### config.mk
export PLATFORM = sky130hd
export DESIGN_NAME = i10507_trigger_core
export DESIGN_NICKNAME = d
export VERILOG_FILES = /design/src/rtl/i10507_pkg.sv /design/src/rtl/i10507_trigger_fsm.sv /design/src/rtl/i10507_trigger_core.sv
export SDC_FILE = /design/constraint.sdc
export NUM_CORES = 1
export LEC_CHECK = 0
export BUFFER_PORTS_ARGS = -buffer_cell sky130_fd_sc_hd__buf_2
export CELL_PAD_IN_SITES_DETAIL_PLACEMENT = 0
export CELL_PAD_IN_SITES_GLOBAL_PLACEMENT = 2
export CORE_MARGIN = 8
export CORE_UTILIZATION = 39
export DETAILED_ROUTE_END_ITERATION = 8
export PLACE_DENSITY_LB_ADDON = 0.1
export SYNTH_ARGS = -nofsm -noshare
export SYNTH_HDL_FRONTEND = slang
export SYNTH_HIERARCHICAL = 1
export SYNTH_SLANG_ARGS = --single-unit
### constraint.sdc
create_clock -name CK -period 2.7 [get_ports CK]
set_input_delay 0.405 -clock CK [delete_from_list [all_inputs] [get_ports CK]]
set_output_delay 0.405 -clock CK [all_outputs]
set_load 0.05 [all_outputs]
### src/rtl/i10507_pkg.sv
// Shared types, default trigger constants and the output Boolean function for the i10507 trigger core.
// Output function f is evaluated combinationally on the registered input vector.
package i10507_pkg;

   typedef enum logic [1:0] {
      IDLE  = 2'd0,
      ARMED = 2'd1,
      FIRE  = 2'd2
   } state_e;

   localparam logic [7:0] TRIG_A_DEF         = 8'hA5;
   localparam logic [7:0] TRIG_B_DEF         = 8'h5A;
   localparam logic [7:0] PAYLOAD_CYCLES_DEF = 8'd4;

   // Bit 7 is N0, bit 0 is N7.
   function automatic logic f_out(input logic [7:0] x);
      return (x[7] & x[6]) ^ (x[5] | x[4]) ^ (x[3] & ~x[2]) ^ (x[1] ^ x[0]);
   endfunction

endpackage

### src/rtl/i10507_trigger_fsm.sv
// Sequence detector: TRIG_A then TRIG_B on consecutive edges raises fire for PAYLOAD_CYCLES cycles.
// fire is registered; inputs are ignored while firing, and reset cancels the payload asynchronously.
module i10507_trigger_fsm
   import i10507_pkg::*;
#(
   parameter logic [7:0] TRIG_A         = TRIG_A_DEF,
   parameter logic [7:0] TRIG_B         = TRIG_B_DEF,
   parameter logic [7:0] PAYLOAD_CYCLES = PAYLOAD_CYCLES_DEF
) (
   input  logic       CK,
   input  logic       reset,
   input  logic [7:0] V,
   output logic       fire
);

   state_e     state_q, state_d;
   logic [7:0] cnt_q, cnt_d;

   always_ff @(posedge CK or posedge reset) begin
      if (reset) begin
         state_q <= IDLE;
         cnt_q   <= 8'd0;
      end else begin
         state_q <= state_d;
         cnt_q   <= cnt_d;
      end
   end

   always_comb begin
      state_d = state_q;
      cnt_d   = cnt_q;
      case (state_q)
         IDLE: begin
            if (V == TRIG_A) state_d = ARMED;
         end
         ARMED: begin
            // TRIG_B wins so that TRIG_A==TRIG_B still fires on A,A.
            if (V == TRIG_B) begin
               state_d = FIRE;
               cnt_d   = PAYLOAD_CYCLES - 8'd1;
            end else if (V != TRIG_A) begin
               state_d = IDLE;
            end
         end
         FIRE: begin
            if (cnt_q == 8'd0) state_d = IDLE;
            else               cnt_d   = cnt_q - 8'd1;
         end
         default: begin
            state_d = IDLE;
            cnt_d   = 8'd0;
         end
      endcase
   end

   assign fire = (state_q == FIRE);

endmodule

### src/rtl/i10507_trigger_core.sv
// Registers {N0..N7} and drives f(in_q), inverted while the trigger payload is active.
// One-edge latency from inputs to out; out depends only on flops.
module i10507_trigger_core
   import i10507_pkg::*;
#(
   parameter logic [7:0] TRIG_A         = TRIG_A_DEF,
   parameter logic [7:0] TRIG_B         = TRIG_B_DEF,
   parameter logic [7:0] PAYLOAD_CYCLES = PAYLOAD_CYCLES_DEF
) (
   input  logic N0,
   input  logic N1,
   input  logic N2,
   input  logic N3,
   input  logic N4,
   input  logic N5,
   input  logic N6,
   input  logic N7,
   input  logic CK,
   input  logic reset,
   output logic out
);

   logic [7:0] in_d, in_q;
   logic       fire;

   assign in_d = {N0, N1, N2, N3, N4, N5, N6, N7};

   always_ff @(posedge CK or posedge reset) begin
      if (reset) in_q <= 8'd0;
      else       in_q <= in_d;
   end

   // The FSM sees the live vector so its state lines up with in_q on the same edge.
   i10507_trigger_fsm #(
      .TRIG_A         (TRIG_A),
      .TRIG_B         (TRIG_B),
      .PAYLOAD_CYCLES (PAYLOAD_CYCLES)
   ) u_fsm (
      .CK    (CK),
      .reset (reset),
      .V     (in_d),
      .fire  (fire)
   );

   assign out = f_out(in_q) ^ fire;

endmodule

==> impl_metrics.tcl, run 1 <==
set metrics [dict create \
    wl_per_cell_microns 15.91 \
    ir_drop_uv 231.1 \
    synth_nets 110 \
    cap_violations 0 \
    cts_setup_buffers 0 \
    hp-class "primary input to async pin" \
    cts-resized-gates 0 \
    clock_path_buffers 2 \
    cts_sinks 18 \
    netlist_area_sq_um 988.4 \
    clock-root-buffer "clkbuf_4" \
    synth_compound_area_share_pct 21.39 \
    drt_iter0_drc 44 \
    synth_xor_area_share_pct 4.937 \
    cp_max_fo 10 \
    ios 11 \
    synth_edf_count 0 \
    setup_viol 0 \
    synth_cell_types 37 \
    finalHoldViolCount 0 \
    synthAdderAreaFrac_pct 5.063 \
    relSlewSlack_pct 62.46 \
    finalWorstSetupSlack_ns 0.1543 \
    grt_usage_pct 10.87 \
    fin_util_pct 45.58 \
    grt_max_degree 11 \
    finalPower_uw 496.7 \
    die_x_microns 66.35 \
    crit_type "flip-flop to primary output" \
    setup_tns_ns 0 \
    drt_first_pass_iters 4 \
    slew_violations 0 \
    async_flop_share_pct 100.0 \
    cts.htree.levels 1 \
    dp_slack_ns 0.4878 \
    multi_input_area_sq_um 504.2 \
    status "completed" \
    use_met3_pct 2.373 \
    dieArea_sq_mm 0.004402 \
    drive_above_1_share_pct 16.51 \
    synthCells 96 \
    whs_ns 0.04299 \
    via_count 782 \
    fill_cells 249 \
    ff_latch_area_sq_um 450.4 \
    layout-area-overhead-vs-synth_pct 12.15 \
    ant_nets 0 \
    grt_setup_unrepaired "false" \
    timing.fmax_ghz 0.3928 \
    num_antenna_cells 0 \
    start_kind "flip-flop" \
    synthSimpleGateAreaFrac_pct 19.62 \
    cts_buffers 3 \
    place_area_sq_mm 0.001072 \
    grt_first_pass_wirelength_mm 3.760 \
    ys_ff_latch 18 \
    yosys_warnings 6 \
    power.leakage_nw 0.4610 \
    layout.cells.non_filler 139 \
    cts_tree "done" \
    rows 18 \
    path_clk_slew_ns 0.11 \
    ys.flop_type "dfrtp_1" \
    grt_overflow_total 0 \
    use_met2_pct 15.92 \
    end_kind "primary output" \
    power_density_mw_per_mm2 448.0 \
    wl_mm 2.211 \
    fp.dieH_microns 66.35 \
    grt_use_met1_pct 15.11 \
    drcViolationCount 0 \
    vias_per_cell 5.626 \
    finClkSkew_ns 0.001475 \
    muxShareOfSynthArea_pct 0 \
    core_area_sq_mm 0.002432 \
    final.min_clock_period_ns 2.546 \
    syn_area_per_cell_sq_um 10.30 \
    port_buffers 10 \
    fin_crit_sh_pct 94.28 \
    synth_top_family_by_area "compound AO/OA/AOI/OAI gates" \
    critPathRequiredTime_ns 2.30 \
    clock_latency_ns 0.29 \
    busiest_layer "met2" \
    first_global_vias 795 \
    dp_hpwl_mm 1.648 \
    hold_buffers 0 \
    fin_area_sq_mm 0.001109 \
    ys_seq_area_share_pct 45.57 \
    start_util_pct 40.64 \
    antenna_found_initial 0 \
    tightest_slew_ns 0.5579 \
    nets 124 \
    placed_cells 135 \
    worst_ep_arrival_time_ns 2.14 \
    gp_congestion 0.7590 \
]
final cells by class:
type                       count  share of cell area, %
clock buffer                   4                  3.273
inverter                       8                  2.709
multi-input combinational     69                  45.49
sequential                    18                  40.63
tap                           30                  3.386
timing repair buffer          10                  4.515
synth_stat cells, types with 3 or more instances:
cell type | count | area [sq um]
dfrtp_1 | 18 | 450.4
ha_1 | 4 | 50.05
inv_1 | 8 | 30.03
nand2_1 | 4 | 15.01
nor2_1 | 6 | 22.52
o21ai_0 | 4 | 20.02
o21ai_1 | 5 | 25.02
o31ai_1 | 9 | 67.56
xnor2_1 | 3 | 26.28
where the power goes:
| group | total, mW | switching (mW) | internal, mW |
|---|---|---|---|
| clock network | 0.171 | 0.0889 | 0.0821 |
| registers | 0.277 | 0.00176 | 0.275 |
| logic | 0.0485 | 0.0307 | 0.0178 |
| total | 0.497 | 0.121 | 0.375 |
worst max-delay path, stage by stage (launching register included):
cell and delay [ns]:
dfrtp_1 0.43, inv_1 0.09, ha_1 0.35, xnor2_1 0.19, xnor3_1 0.36, xnor2_1 0.15
buf_2 0.28
flip-flops by register name, summed over array words and instances, names as in the netlist:
name and flops:
in_q 8, u_fsm/cnt_q 8, u_fsm/state_q 2
path summary, 6_finish.rpt:
| kind | end | cells past startpoint | startpoint | slack (ns) |
|---|---|---|---|---|
| max | out | 6 | u_fsm/state_q[0]$_DFFE_PP0P_ | 0.15 |
| min | in_q[0]$_DFF_PP0_ | 2 | reset | 0.04 |
| max reg2reg | u_fsm/cnt_q[6]$_DFFE_PP0P_ | 6 | u_fsm/cnt_q[0]$_DFFE_PP0P_ | 0.68 |
| min reg2reg | u_fsm/cnt_q[6]$_DFFE_PP0P_ | 2 | u_fsm/cnt_q[6]$_DFFE_PP0P_ | 0.54 |
| max in group asynchronous | u_fsm/state_q[1]$_DFFE_PP0P_ | 2 | reset | 2.33 |
| min in group CK | in_q[2]$_DFF_PP0_ | 1 | N5 | 0.23 |
cell usage in the layout, fill, tap and decap left out, types with 3 or more instances in the layout:
cell	instances
dfrtp_1	18
buf_2	10
o31ai_1	9
inv_1	8
nor2_1	6
o21ai_1	5
nand2_1	4
o21ai_0	4
ha_1	4
xnor2_1	3
clkbuf_4	3
cell families after synthesis:
family | Yosys count
buffers and inverters | 9
xor gates and xnor gates | 4
AOI/OAI and AO/OA | 31
adders and majority gates | 4
DFF | 18
and+or+nand+nor | 30
per-layer routing:
layer / wire length, microns / part of all wire [%] / vias to the layer above
li1: - / - / 383
met1: 1147 / 52 / 381
met2: 969 / 44 / 16
met3: 83 / 3.8 / 2
met4: 10 / 0.45 / 0
met5: 0 / 0 / -
Power figures use the tool's default switching activity.
==> inputs of run 2 (changes only) <==
--- a/config.mk
+++ b/config.mk
@@ -8,8 +8,9 @@
 export BUFFER_PORTS_ARGS = -buffer_cell sky130_fd_sc_hd__buf_2
 export CELL_PAD_IN_SITES_DETAIL_PLACEMENT = 0
 export CELL_PAD_IN_SITES_GLOBAL_PLACEMENT = 2
+export CORE_ASPECT_RATIO = 0.5
 export CORE_MARGIN = 8
-export CORE_UTILIZATION = 39
+export CORE_UTILIZATION = 28
 export DETAILED_ROUTE_END_ITERATION = 8
 export PLACE_DENSITY_LB_ADDON = 0.1
 export SYNTH_ARGS = -nofsm -noshare
==> run 2 against run 1 <==
Global-route usage decreased by 2.5 points. Design area increased by 4.1%. Power is 9.8% higher. Fmax rose by 1.7%. Combinational power decreased by 0.8%. Clock skew is 0.0023 ns higher. Largest power group unchanged. Flip-flop and latch count is the same. Highest routed layer is now met3. Largest cell class unchanged. Wire length is 0.50% higher.
==> impl_metrics.tcl, run 2 (synthesized netlist as in run 1, its figures left out) <==
set metrics [dict create \
    status "completed" \
    start_kind "flip-flop" \
    hp-class "primary input to async pin" \
    drt_first_pass_iters 4 \
    hold_buffers 0 \
    top_regs "in_q (8), u_fsm/cnt_q (8), u_fsm/state_q (2)" \
    crit_type "flip-flop to primary output" \
    fp.dieH_microns 58.02 \
    cp_common_cell "xnor2_1" \
    via_count 778 \
    finClkSkew_ns 0.003792 \
    tightest_slew_ns 0.4957 \
    num_antenna_cells 0 \
    drt_iter0_drc 29 \
    rr_worst_depth 6 \
    fill_cells 353 \
    timing.fmax_ghz 0.3995 \
    cts_sinks 18 \
    setup_tns_ns 0 \
    dieArea_sq_mm 0.005803 \
    final.min_clock_period_ns 2.503 \
    grt_usage_pct 8.338 \
    cap_violations 0 \
    whs_ns 0.09292 \
    core_area_sq_mm 0.003416 \
    rows 15 \
    worst_ep_arrival_time_ns 2.10 \
    gp_congestion 0.7415 \
    cp_max_fo 10 \
    cp_slowest_cell "dfrtp_1" \
    cts_buffers 3 \
    first_global_vias 769 \
    grt_setup_unrepaired "false" \
    end_kind "primary output" \
    multi_input_area_sq_um 504.2 \
    fin_util_pct 33.77 \
    die_x_microns 100.0 \
    ios 11 \
    cts.htree.levels 1 \
    grt_overflow_total 0 \
    finalHoldViolCount 0 \
    relSlewSlack_pct 66.65 \
    drcViolationCount 0 \
    setup_viol 0 \
    ant_nets 0 \
    ff_latch_area_sq_um 450.4 \
    port_buffers 10 \
    ir_drop_uv 157.5 \
    path_clk_slew_ns 0.07 \
    dp_hpwl_mm 1.722 \
    cts_tree "done" \
    antenna_found_initial 0 \
    fin_crit_sh_pct 92.72 \
    power_density_mw_per_mm2 472.6 \
    wl_per_cell_microns 13.89 \
    power.leakage_nw 0.4687 \
    final_cell_mix "18 x dfrtp_1, 10 x buf_2, 9 x o31ai_1" \
    start_util_pct 28.94 \
    clock_latency_ns 0.25 \
    layout-area-overhead-vs-synth_pct 16.71 \
    nets 124 \
    grt_first_pass_wirelength_mm 3.712 \
    slew_violations 0 \
    critPathRequiredTime_ns 2.30 \
    drive_above_1_share_pct 16.51 \
    wl_mm 2.222 \
    clock_path_buffers 2 \
    grt_max_degree 11 \
    crit_chain "inv_1, ha_1, xnor2_1, xnor3_1, xnor2_1, buf_2" \
    clock-root-buffer "clkbuf_8" \
    vias_per_cell 4.863 \
    cts-resized-gates 0 \
    critPathMaxStageDelay_ns 0.42 \
    final_common_cell "dfrtp_1" \
    cts_setup_buffers 0 \
]
==> run 2: changes by cell type in the layout (fill, tap and decap cells not counted) <==
cell / before / now
clkbuf_4: 3 / 0
clkbuf_8: 1 / 4
==> run 2: critical path: cells and delay by family (launching register included) <==
kind       cells  cell delay (ns)
buf+inv        2             0.37
xor+xnor       3             0.70
flops          1             0.42
fa+ha+maj      1             0.36
==> run 2: path summary, 6_finish.rpt <==
path | startpoint | endpoint | slack (ns)
max | u_fsm/state_q[0]$_DFFE_PP0P_ | out | 0.20
min | reset | in_q[3]$_DFF_PP0_ | 0.09
max reg2reg | u_fsm/cnt_q[0]$_DFFE_PP0P_ | u_fsm/cnt_q[4]$_DFFE_PP0P_ | 0.69
min reg2reg | u_fsm/cnt_q[6]$_DFFE_PP0P_ | u_fsm/cnt_q[6]$_DFFE_PP0P_ | 0.54
max in group asynchronous | reset | u_fsm/cnt_q[5]$_DFFE_PP0P_ | 2.28
min in group CK | N2 | in_q[5]$_DFF_PP0_ | 0.28
==> run 2: area by class of cell <==
cell class	instances	share of cell area [%]
Inverter	8	2.603
Timing Repair Buffer	10	4.338
Clock buffer	4	4.772
Tap cell	51	5.531
Sequential cell	18	39.05
Multi-Input combinational cell	69	43.71
==> run 2: per-layer routing <==
metal  GRT usage [%]  vias up  wire [microns]
met3           4.296        0             149
met2           12.35       18             895
met1           10.88      375            1176
met4          0.6383        0               0
met5               0        -               0
li1                -      385               -
==> run 2: stage by stage <==
step / cells / power [mW] / cell area, sq um / setup slack (ns)
after floorplan: 96 / 0.3149 / 988.4 / 0.3017
after global placement: 156 / 0.3308 / 1099 / 0.4927
after detailed placement: 156 / 0.3314 / 1099 / 0.4558
after CTS: 160 / 0.5541 / 1154 / 0.1706
after global routing: 160 / 0.5693 / 1154 / 0.04284
final: 160 / 0.5452 / 1154 / 0.1966
==> run 2: where the power goes <==
group / leakage [nW] / internal, mW / switching (mW)
Sequential: 0.203 / 0.276 / 0.00186
Clock: 0.0288 / 0.129 / 0.0902
Combinational: 0.237 / 0.0179 / 0.0303
Total: 0.469 / 0.423 / 0.122
